## config.mk

```make
export PLATFORM = sky130hd
export DESIGN_NAME = alu_op_sequencer
export DESIGN_NICKNAME = d
export VERILOG_FILES = /design/src/rtl/alu_op_sequencer.sv
export SDC_FILE = /design/constraint.sdc
export NUM_CORES = 1
export LEC_CHECK = 0
export CAP_MARGIN = 20
export CORE_ASPECT_RATIO = 0.9
export CORE_MARGIN = 1.5
export CORE_UTILIZATION = 46
export DETAILED_ROUTE_END_ITERATION = 7
export HOLD_SLACK_MARGIN = 0.12
export PLACE_DENSITY = 0.77
export SYNTH_ARGS = -nofsm -noshare
export SYNTH_HDL_FRONTEND = slang
export SYNTH_SLANG_ARGS = --single-unit
```

## constraint.sdc

```tcl
create_clock -name clk -period 2.9 [get_ports clk]
set_input_delay 0.58 -clock clk [delete_from_list [all_inputs] [get_ports clk]]
set_output_delay 0.58 -clock clk [all_outputs]
set_load 0.01 [all_outputs]
```

## src/rtl/alu_op_sequencer.sv

```systemverilog
// Issues operation requests to a combinational 16-bit ALU and returns the result over a
// valid/ready response channel; 32-bit ADD/SUB are performed as two chained passes.
module alu_op_sequencer #(
  parameter int WIDTH = 16
) (
  input  logic                 clk,
  input  logic                 reset,
  input  logic                 req_valid_i,
  output logic                 req_ready_o,
  input  logic [2:0]           req_op_i,
  input  logic [2*WIDTH-1:0]   req_a_i,
  input  logic [2*WIDTH-1:0]   req_b_i,
  input  logic                 req_cin_i,
  output logic [WIDTH-1:0]     alu_x_o,
  output logic [WIDTH-1:0]     alu_y_o,
  output logic [2:0]           alu_c_o,
  output logic                 alu_cin_o,
  input  logic [WIDTH-1:0]     alu_z_i,
  input  logic                 alu_cout_i,
  input  logic                 alu_lt_i,
  input  logic                 alu_eq_i,
  input  logic                 alu_gt_i,
  input  logic                 alu_ovf_i,
  output logic                 rsp_valid_o,
  input  logic                 rsp_ready_i,
  output logic [2*WIDTH-1:0]   rsp_z_o,
  output logic                 rsp_cout_o,
  output logic                 rsp_ovf_o,
  output logic                 rsp_lt_o,
  output logic                 rsp_eq_o,
  output logic                 rsp_gt_o,
  output logic                 rsp_err_o,
  output logic [1:0]           state_o
);

  // Handshakes: a transfer happens on a rising edge where valid and ready are both high;
  // rsp_valid and every rsp_* output stay stable from assertion until that transfer.

  typedef enum logic [1:0] {S_IDLE = 2'd0, S_LO = 2'd1, S_HI = 2'd2, S_RESP = 2'd3} state_t;

  localparam logic [2:0] OP_AND   = 3'b000;
  localparam logic [2:0] OP_OR    = 3'b001;
  localparam logic [2:0] OP_ADD   = 3'b010;
  localparam logic [2:0] OP_SUB   = 3'b011;
  localparam logic [2:0] OP_ADD32 = 3'b100;
  localparam logic [2:0] OP_SUB32 = 3'b101;
  localparam logic [2:0] OP_RSV   = 3'b110;

  state_t               state_q, state_d;
  logic [2:0]           op_q, op_d;
  logic [2*WIDTH-1:0]   a_q, a_d, b_q, b_d;
  logic                 cin_q, cin_d;
  logic                 carry_lo_q, carry_lo_d;
  logic [WIDTH-1:0]     lo_z_q, lo_z_d;
  logic                 lo_lt_q, lo_lt_d, lo_eq_q, lo_eq_d, lo_gt_q, lo_gt_d;
  logic [2*WIDTH-1:0]   rsp_z_q, rsp_z_d;
  logic                 rsp_cout_q, rsp_cout_d, rsp_ovf_q, rsp_ovf_d;
  logic                 rsp_lt_q, rsp_lt_d, rsp_eq_q, rsp_eq_d, rsp_gt_q, rsp_gt_d;
  logic                 rsp_err_q, rsp_err_d;
  logic [2*WIDTH-1:0]   z_full;
  logic                 z_zero;

  assign z_full = {alu_z_i, lo_z_q};
  assign z_zero = (z_full == '0);

  always_comb begin
    state_d    = state_q;
    op_d       = op_q;
    a_d        = a_q;
    b_d        = b_q;
    cin_d      = cin_q;
    carry_lo_d = carry_lo_q;
    lo_z_d     = lo_z_q;
    lo_lt_d    = lo_lt_q;
    lo_eq_d    = lo_eq_q;
    lo_gt_d    = lo_gt_q;
    rsp_z_d    = rsp_z_q;
    rsp_cout_d = rsp_cout_q;
    rsp_ovf_d  = rsp_ovf_q;
    rsp_lt_d   = rsp_lt_q;
    rsp_eq_d   = rsp_eq_q;
    rsp_gt_d   = rsp_gt_q;
    rsp_err_d  = rsp_err_q;
    alu_x_o    = '0;
    alu_y_o    = '0;
    alu_c_o    = 3'b000;
    alu_cin_o  = 1'b0;

    case (state_q)
      S_IDLE: begin
        if (req_valid_i) begin
          op_d       = req_op_i;
          a_d        = req_a_i;
          b_d        = req_b_i;
          cin_d      = req_cin_i;
          rsp_z_d    = '0;
          rsp_cout_d = 1'b0;
          rsp_ovf_d  = 1'b0;
          rsp_lt_d   = 1'b0;
          rsp_eq_d   = 1'b0;
          rsp_gt_d   = 1'b0;
          rsp_err_d  = (req_op_i == OP_RSV);
          state_d    = (req_op_i == OP_RSV) ? S_RESP : S_LO;
        end
      end

      S_LO: begin
        alu_x_o = a_q[WIDTH-1:0];
        alu_y_o = b_q[WIDTH-1:0];
        if (op_q == OP_ADD32 || op_q == OP_SUB32) begin
          // The ALU subtract code has no borrow-in, so the chained subtract is a + ~b + 1.
          alu_c_o    = OP_ADD;
          alu_y_o    = (op_q == OP_SUB32) ? ~b_q[WIDTH-1:0] : b_q[WIDTH-1:0];
          alu_cin_o  = (op_q == OP_SUB32) ? 1'b1 : cin_q;
          carry_lo_d = alu_cout_i;
          lo_z_d     = alu_z_i;
          lo_lt_d    = alu_lt_i;
          lo_eq_d    = alu_eq_i;
          lo_gt_d    = alu_gt_i;
          state_d    = S_HI;
        end else begin
          alu_c_o    = op_q;
          alu_cin_o  = (op_q == OP_ADD) ? cin_q : 1'b0;
          rsp_z_d    = {{WIDTH{1'b0}}, alu_z_i};
          rsp_cout_d = (op_q == OP_ADD || op_q == OP_SUB) ? alu_cout_i : 1'b0;
          rsp_ovf_d  = (op_q == OP_ADD || op_q == OP_SUB) ? alu_ovf_i : 1'b0;
          rsp_lt_d   = alu_lt_i;
          rsp_eq_d   = alu_eq_i;
          rsp_gt_d   = alu_gt_i;
          state_d    = S_RESP;
        end
      end

      S_HI: begin
        alu_c_o    = OP_ADD;
        alu_x_o    = a_q[2*WIDTH-1:WIDTH];
        alu_y_o    = (op_q == OP_SUB32) ? ~b_q[2*WIDTH-1:WIDTH] : b_q[2*WIDTH-1:WIDTH];
        alu_cin_o  = carry_lo_q;
        rsp_z_d    = z_full;
        rsp_cout_d = alu_cout_i;
        rsp_ovf_d  = alu_ovf_i;
        if (op_q == OP_SUB32) begin
          // Compare flags are meaningless with an inverted y; derive them from borrow and zero.
          rsp_eq_d = z_zero;
          rsp_lt_d = ~alu_cout_i;
          rsp_gt_d = alu_cout_i & ~z_zero;
        end else begin
          rsp_eq_d = alu_eq_i & lo_eq_q;
          rsp_lt_d = alu_lt_i | (alu_eq_i & lo_lt_q);
          rsp_gt_d = alu_gt_i | (alu_eq_i & lo_gt_q);
        end
        state_d = S_RESP;
      end

      S_RESP: begin
        if (rsp_ready_i) state_d = S_IDLE;
      end

      default: state_d = S_IDLE;
    endcase
  end

  always_ff @(posedge clk) begin
    if (reset) begin
      state_q    <= S_IDLE;
      op_q       <= 3'b000;
      a_q        <= '0;
      b_q        <= '0;
      cin_q      <= 1'b0;
      carry_lo_q <= 1'b0;
      lo_z_q     <= '0;
      lo_lt_q    <= 1'b0;
      lo_eq_q    <= 1'b0;
      lo_gt_q    <= 1'b0;
      rsp_z_q    <= '0;
      rsp_cout_q <= 1'b0;
      rsp_ovf_q  <= 1'b0;
      rsp_lt_q   <= 1'b0;
      rsp_eq_q   <= 1'b0;
      rsp_gt_q   <= 1'b0;
      rsp_err_q  <= 1'b0;
    end else begin
      state_q    <= state_d;
      op_q       <= op_d;
      a_q        <= a_d;
      b_q        <= b_d;
      cin_q      <= cin_d;
      carry_lo_q <= carry_lo_d;
      lo_z_q     <= lo_z_d;
      lo_lt_q    <= lo_lt_d;
      lo_eq_q    <= lo_eq_d;
      lo_gt_q    <= lo_gt_d;
      rsp_z_q    <= rsp_z_d;
      rsp_cout_q <= rsp_cout_d;
      rsp_ovf_q  <= rsp_ovf_d;
      rsp_lt_q   <= rsp_lt_d;
      rsp_eq_q   <= rsp_eq_d;
      rsp_gt_q   <= rsp_gt_d;
      rsp_err_q  <= rsp_err_d;
    end
  end

  assign req_ready_o = (state_q == S_IDLE);
  assign rsp_valid_o = (state_q == S_RESP);
  assign rsp_z_o     = rsp_z_q;
  assign rsp_cout_o  = rsp_cout_q;
  assign rsp_ovf_o   = rsp_ovf_q;
  assign rsp_lt_o    = rsp_lt_q;
  assign rsp_eq_o    = rsp_eq_q;
  assign rsp_gt_o    = rsp_gt_q;
  assign rsp_err_o   = rsp_err_q;
  assign state_o     = state_q;

endmodule

```

==> results of run 1 <==
cells by family after synthesis:
kind of cell               after synthesis
adders and majority gates                4
muxes                                    1
DFF                                    128
xor gates and xnor gates                32
buffers and inverters                   71
and+or+nand+nor                        322
AOI/OAI and AO/OA                      192
power by group through the flow:
stage | Clock [µW] | Sequential (µW) | Combinational (µW)
finish | 2030 | 2170 | 2500
global route | 2150 | 2190 | 2700
CTS | 2050 | 2160 | 2420
detailed placement | 0 | 2190 | 2320
global placement | 0 | 2170 | 2270
floorplan | 0 | 2180 | 1450
synth_stat cells (2+ instances only):
library cell | instances | area share
clkbuf_1 | 47 | 0.031
xnor2_1 | 32 | 0.049
buf_2 | 8 | 0.0071
a31oi_1 | 2 | 0.0022
nand3_1 | 34 | 0.030
nand2_1 | 216 | 0.14
a32oi_1 | 2 | 0.0031
a22oi_1 | 34 | 0.045
nor2b_1 | 3 | 0.0033
nand4b_1 | 2 | 0.0031
and3_1 | 2 | 0.0022
or4_1 | 2 | 0.0027
nor2_1 | 37 | 0.025
a22o_1 | 16 | 0.025
ha_1 | 4 | 0.0088
o21ai_0 | 6 | 0.0053
nand4_1 | 2 | 0.0022
dfxtp_1 | 128 | 0.45
nand2b_1 | 2 | 0.0022
buf_1 | 11 | 0.0073
inv_1 | 4 | 0.0027
nor4_1 | 9 | 0.0099
and3b_1 | 2 | 0.0031
nand3b_1 | 4 | 0.0053
a21oi_1 | 126 | 0.11
or3_1 | 2 | 0.0022
nor3_1 | 3 | 0.0027
metrics by stage:
step / hold slack, ns / setup slack (ns)
after CTS: 0.451 / 0.00219
final: 0.447 / 0.0738
after detailed placement: 0.444 / 0.321
after global placement: 0.440 / 0.383
after global routing: 0.471 / -0.0230
after floorplan: 0.436 / 0.440
worst register-to-register path: stages (launching register included):
cell     delay (ns)
dfxtp_2        0.39
inv_2          0.09
ha_4           0.21
and3b_1        0.19
buf_4          0.23
nor4_1         0.89
a32oi_1        0.23
nor2_1         0.12
sequential cells by signal, indices dropped and copies added, names as in the netlist, 2 cells and up:
name	count
rsp_z_o	32
state_o	2
b_q	32
lo_z_q	16
a_q	32
op_q	3
cells in the final DEF (no fill, tap or decap), types with 3 or more instances in the layout:
cell,n
o21ai_0,6
dfxtp_1,124
a21oi_1,126
clkbuf_16,18
inv_1,3
clkinv_2,4
xnor2_1,32
nor4_1,9
nor2_1,37
clkdlybuf4s50_1,167
a22o_1,16
ha_4,3
nand2_1,215
buf_12,6
dfxtp_2,4
buf_4,13
a22oi_1,34
nand3_1,34
nand3b_1,4
nor2b_1,3
clkbuf_8,9
routing by layer:
layer / share of wire / vias up / track usage
li1: - / 2827 / -
met1: 0.44 / 2712 / 0.326
met2: 0.46 / 240 / 0.395
met3: 0.079 / 32 / 0.0733
met4: 0.022 / 0 / 0.100
met5: 0 / - / 0
path summary, 6_finish.rpt:
check,cells after the start,start,slack (ns),endpoint
worst max-delay path,6,state_o[0]$_SDFFE_PP0P_,0.07,alu_x_o[15]
worst min-delay path,2,rsp_z_o[18]$_SDFFE_PP0P_,0.45,rsp_z_o[18]$_SDFFE_PP0P_
worst max register to register,7,state_o[1]$_SDFFE_PP0P_,0.49,rsp_cout_o$_SDFFE_PP0P_
worst min register to register,2,rsp_z_o[18]$_SDFFE_PP0P_,0.45,rsp_z_o[18]$_SDFFE_PP0P_
what timing repair did:
item,4_1_cts,5_1_grt
setup buffers,1,1
pin swaps,1,2
setup endpoints to repair,34,18
hold buffers,0,0
resized for setup,6,10
gates cloned,1,1
layout make-up:
class / count / area (µm²)
Sequential cell: 128 / 2570
Timing Repair Buffer: 191 / 1990
Clock buffer: 28 / 557
Inverter: 5 / 21.3
Fill cell: 948 / 3810
Multi-Input combinational cell: 551 / 2870
Tap cell: 160 / 200
Clock inverter: 4 / 20.0
==> impl_metrics.toml, run 1 <==
[run_status]
status = "finished, final reports clean"

[logic_synthesis]
syn_nets = 847
synth_edf_count = 0
syn-mean-instance-area_um2 = 7.55
async_reset_ff_frac = 0
yosysWarnings = 0
yosysSeqAreaShare = 0.452
synth_compound_area_frac = 0.200
synth_adder_area_share = 0.00884
ys.flop_type = "dfxtp_1"
synth_simple_gate_area_frac = 0.239
synthDistinctLibCells = 37
synth_seq_cells = 128
mappedNetlistArea_mm2 = 0.00566
muxShareOfSynthArea = 0.00177
synth_xor_area_frac = 0.0495
synthCells = 750
synth_top_family_by_area = "simple AND/OR/NAND/NOR gates"

[setup_path]
cp_slowest_stage_delay_ns = 0.55
critPathArrivalTime_ns = 2.25
crit_family = "buffers and inverters"
cp_num_buf_inv = 3
crit_chain = "inv_1 > ha_4 > buf_12 > a22oi_1 > nor2_1 > clkdlybuf4s50_1"
critPathCaptureType = "output pin"
worst-setup-path-type = "reg2out"
cp_slowest_cell = "clkdlybuf4s50_1"
required_ns = 2.32
start_kind = "register"
worstPathMaxFanout = 21

[finish]
final_layout_size_suffix_gt1_frac = 0.0706
design_area_mm2 = 0.00822
areaGrowthSynthToFinish_pct = 45.2
stdcell_count = 1067
finish.utilization = 0.684
antenna_cells = 0
fin_nets = 991

[pwr]
switching_share = 0.361
peakVddDrop_uv = 469
p_leak_uw = 0.00289
clockPowerShare = 0.303
total_power_uw = 6700
p_int_uw = 4290
switchingPower_uw = 2420
p_per_area_mw_per_mm2 = 815
seq_power_share = 0.324
combPwrFrac = 0.373

[timing]
worst_pin_slew_ns = 1.02
skew_ns = 0.00689
rsz0062_at_grt = "yes"
hold_violations = 0
drv_slew = 0
fmax_mhz = 354
finalSetupViolCount = 0
max_slew_margin = 0.313
fin_crit_sh = 0.975
setup_tns_ns = 0
fin_crit_ns = 2.83

[die]
die_h_um = 108
initial_core_util = 0.471
pin_count = 171
fp.coreArea_mm2 = 0.0120
dieArea_mm2 = 0.0130
die_x_um = 120
rows = 38

[placed_design]
port_buffers = 170
post-place-cells = 1031
gp_congestion = 0.849
dp_hpwl_mm = 10.7
placed_cell_area_mm2 = 0.00751

[global_route]
grt_use_total = 0.251
antenna_found_initial = 0
grt_pass1_vias = 5287
grt_start_max_net_pins = 65
grt_first_pass_wirelength_mm = 25.7
grt_overflow = 0

[drt]
drt_iter0_drc = 502
drc = 0
via_per_inst = 5.45
ant_nets = 0
num_vias = 5811
wl_per_cell_um = 15.6
routed_wl_mm = 16.7
dr.pass1.iters = 5

[clock_tree]
cts_buffer_depth = 2
clock_sinks = 128
worstSkewPairLatency_ns = 0.42
htreeDepth = 4
numCtsBuffers = 17
root_buffer = "clkbuf_16"
path_clk_slew_ns = 0.05
cts_tree = "built"

[job]
drv_cap = 0

[hold_path]
min_path_type = "reg2reg"
No activity file was read; power rests on OpenSTA's default activity.
==> run 2, diff against run 1 <==
- SLEW_MARGIN: default -> 20
==> results of run 2 <==
Same layout as run 1: the final DEF is identical, and so are final timing and power.
==> run 3, diff against run 2 <==
- clock period: 2.9 -> 3.08 ns (I/O delays scaled with it)
==> impl_metrics.toml, run 3 (same netlist as run 1, synthesis figures left out) <==
[setup_path]
r2r_setup_slack_ns = 0.56
required_ns = 2.46
cp_slowest_stage_delay_ns = 0.55
worst-setup-path-type = "reg2out"
r2r_cells = 7
start_kind = "register"
critPathArrivalTime_ns = 2.35
crit_chain = "inv_1 > ha_1 > buf_6 > and3_1 > clkdlybuf4s50_1"
worstPathMaxFanout = 20
critPathCaptureType = "output pin"
cp_slowest_cell = "clkdlybuf4s50_1"

[timing]
fin_crit_ns = 2.96
fin_crit_sh = 0.962
finalSetupViolCount = 0
setup_slack_ns = 0.117
fmax_mhz = 337
hold_violations = 0
skew_ns = 0.00769
rsz0062_at_grt = "no"
worst_pin_slew_ns = 0.886
drv_slew = 0
max_slew_margin = 0.404
setup_tns_ns = 0

[clock_tree]
hold_buffers = 0
cts_buffer_depth = 2
worstSkewPairLatency_ns = 0.42
clock_sinks = 128
path_clk_slew_ns = 0.06
cts_tree = "built"
htreeDepth = 4
numCtsBuffers = 17
root_buffer = "clkbuf_16"

[finish]
final_layout_size_suffix_gt1_frac = 0.0673
multiInputGateArea_mm2 = 0.00284
final_cell_mix = "nand2_1, clkdlybuf4s50_1, dfxtp_1"
fillers = 964
stdcell_count = 1067
seq_area_mm2 = 0.00256
areaGrowthSynthToFinish_pct = 43.9
fin_nets = 991
antenna_cells = 0
layout_commonest_cell = "nand2_1"

[die]
pin_count = 171
fp.coreArea_mm2 = 0.0120
initial_core_util = 0.471
rows = 38
dieArea_mm2 = 0.0130
die_h_um = 108
die_x_um = 120

[placed_design]
port_buffers = 170
pre_cts_ws_ns = 0.479
gp_congestion = 0.811
dp_hpwl_mm = 11.1
post-place-cells = 1032

[drt]
num_vias = 5802
drc = 0
routed_wl_mm = 16.5
drt_iter0_drc = 431
dr.pass1.iters = 6
ant_nets = 0
wl_per_cell_um = 15.4
via_per_inst = 5.44

[job]
drv_cap = 0

[global_route]
grt_start_max_net_pins = 70
antenna_found_initial = 0
grt_use_total = 0.256
grt_pass1_vias = 5636
grt_first_pass_wirelength_mm = 26.6
grt_overflow = 0

[pwr]
p_per_area_mw_per_mm2 = 771
p_leak_uw = 0.00282
peakVddDrop_uv = 480

[run_status]
status = "finished, final reports clean"

[hold_path]
min_path_type = "reg2reg"
whs_path_depth = 2
run 3: path summary, 6_finish.rpt:
kind,from,endpoint
max,state_o[0]$_SDFFE_PP0P_,alu_c_o[0]
min,rsp_z_o[3]$_SDFFE_PP0P_,rsp_z_o[3]$_SDFFE_PP0P_
max reg2reg,state_o[1]$_SDFFE_PP0P_,rsp_eq_o$_SDFFE_PP0P_
min reg2reg,rsp_z_o[3]$_SDFFE_PP0P_,rsp_z_o[3]$_SDFFE_PP0P_
run 3: area by class of cell:
class,instances,share of cell area
multi-input combinational,551,0.348
sequential,128,0.315
timing repair buffer,191,0.236
clock buffer,18,0.0539
tap,160,0.0246
clock inverter,14,0.0204
inverter,5,0.00261
run 3: what timing repair did:
action / CTS / global route
setup endpoints to repair: 0 / 34
resized for setup: 0 / 5
setup buffers: 0 / 2
run 3: power by group:
part,internal (µW),leakage [µW],total [µW],switching (µW)
combinational,824,0.00149,2220,1400
sequential,1880,0.00104,2030,149
clock,1290,0.000288,2030,742
run 3: through the flow:
step	utilization	hold WS, ns	cell area, µm²	total power (µW)
6_report	0.677	0.454	8150	6290
2_1_floorplan	-	0.436	5660	3420
3_5_place_dp	0.623	0.445	7490	4230
4_1_cts	0.673	0.455	8100	6260
5_1_grt	0.677	0.467	8150	6620
3_3_place_gp	0.623	0.441	7490	4160
run 3: layer usage:
metal	GRT usage	up-vias	part of all wire
met5	0	-	0
met4	0.110	0	0.024
met3	0.0485	34	0.067
met2	0.423	245	0.47
met1	0.330	2695	0.44
li1	-	2828	-
run 3: worst max-delay path, delay by kind of cell (launching register included):
family | cells | cell delay, ns
adders and majority gates | 1 | 0.39
DFF | 1 | 0.43
and+or+nand+nor | 1 | 0.23
buffers and inverters | 3 | 0.89
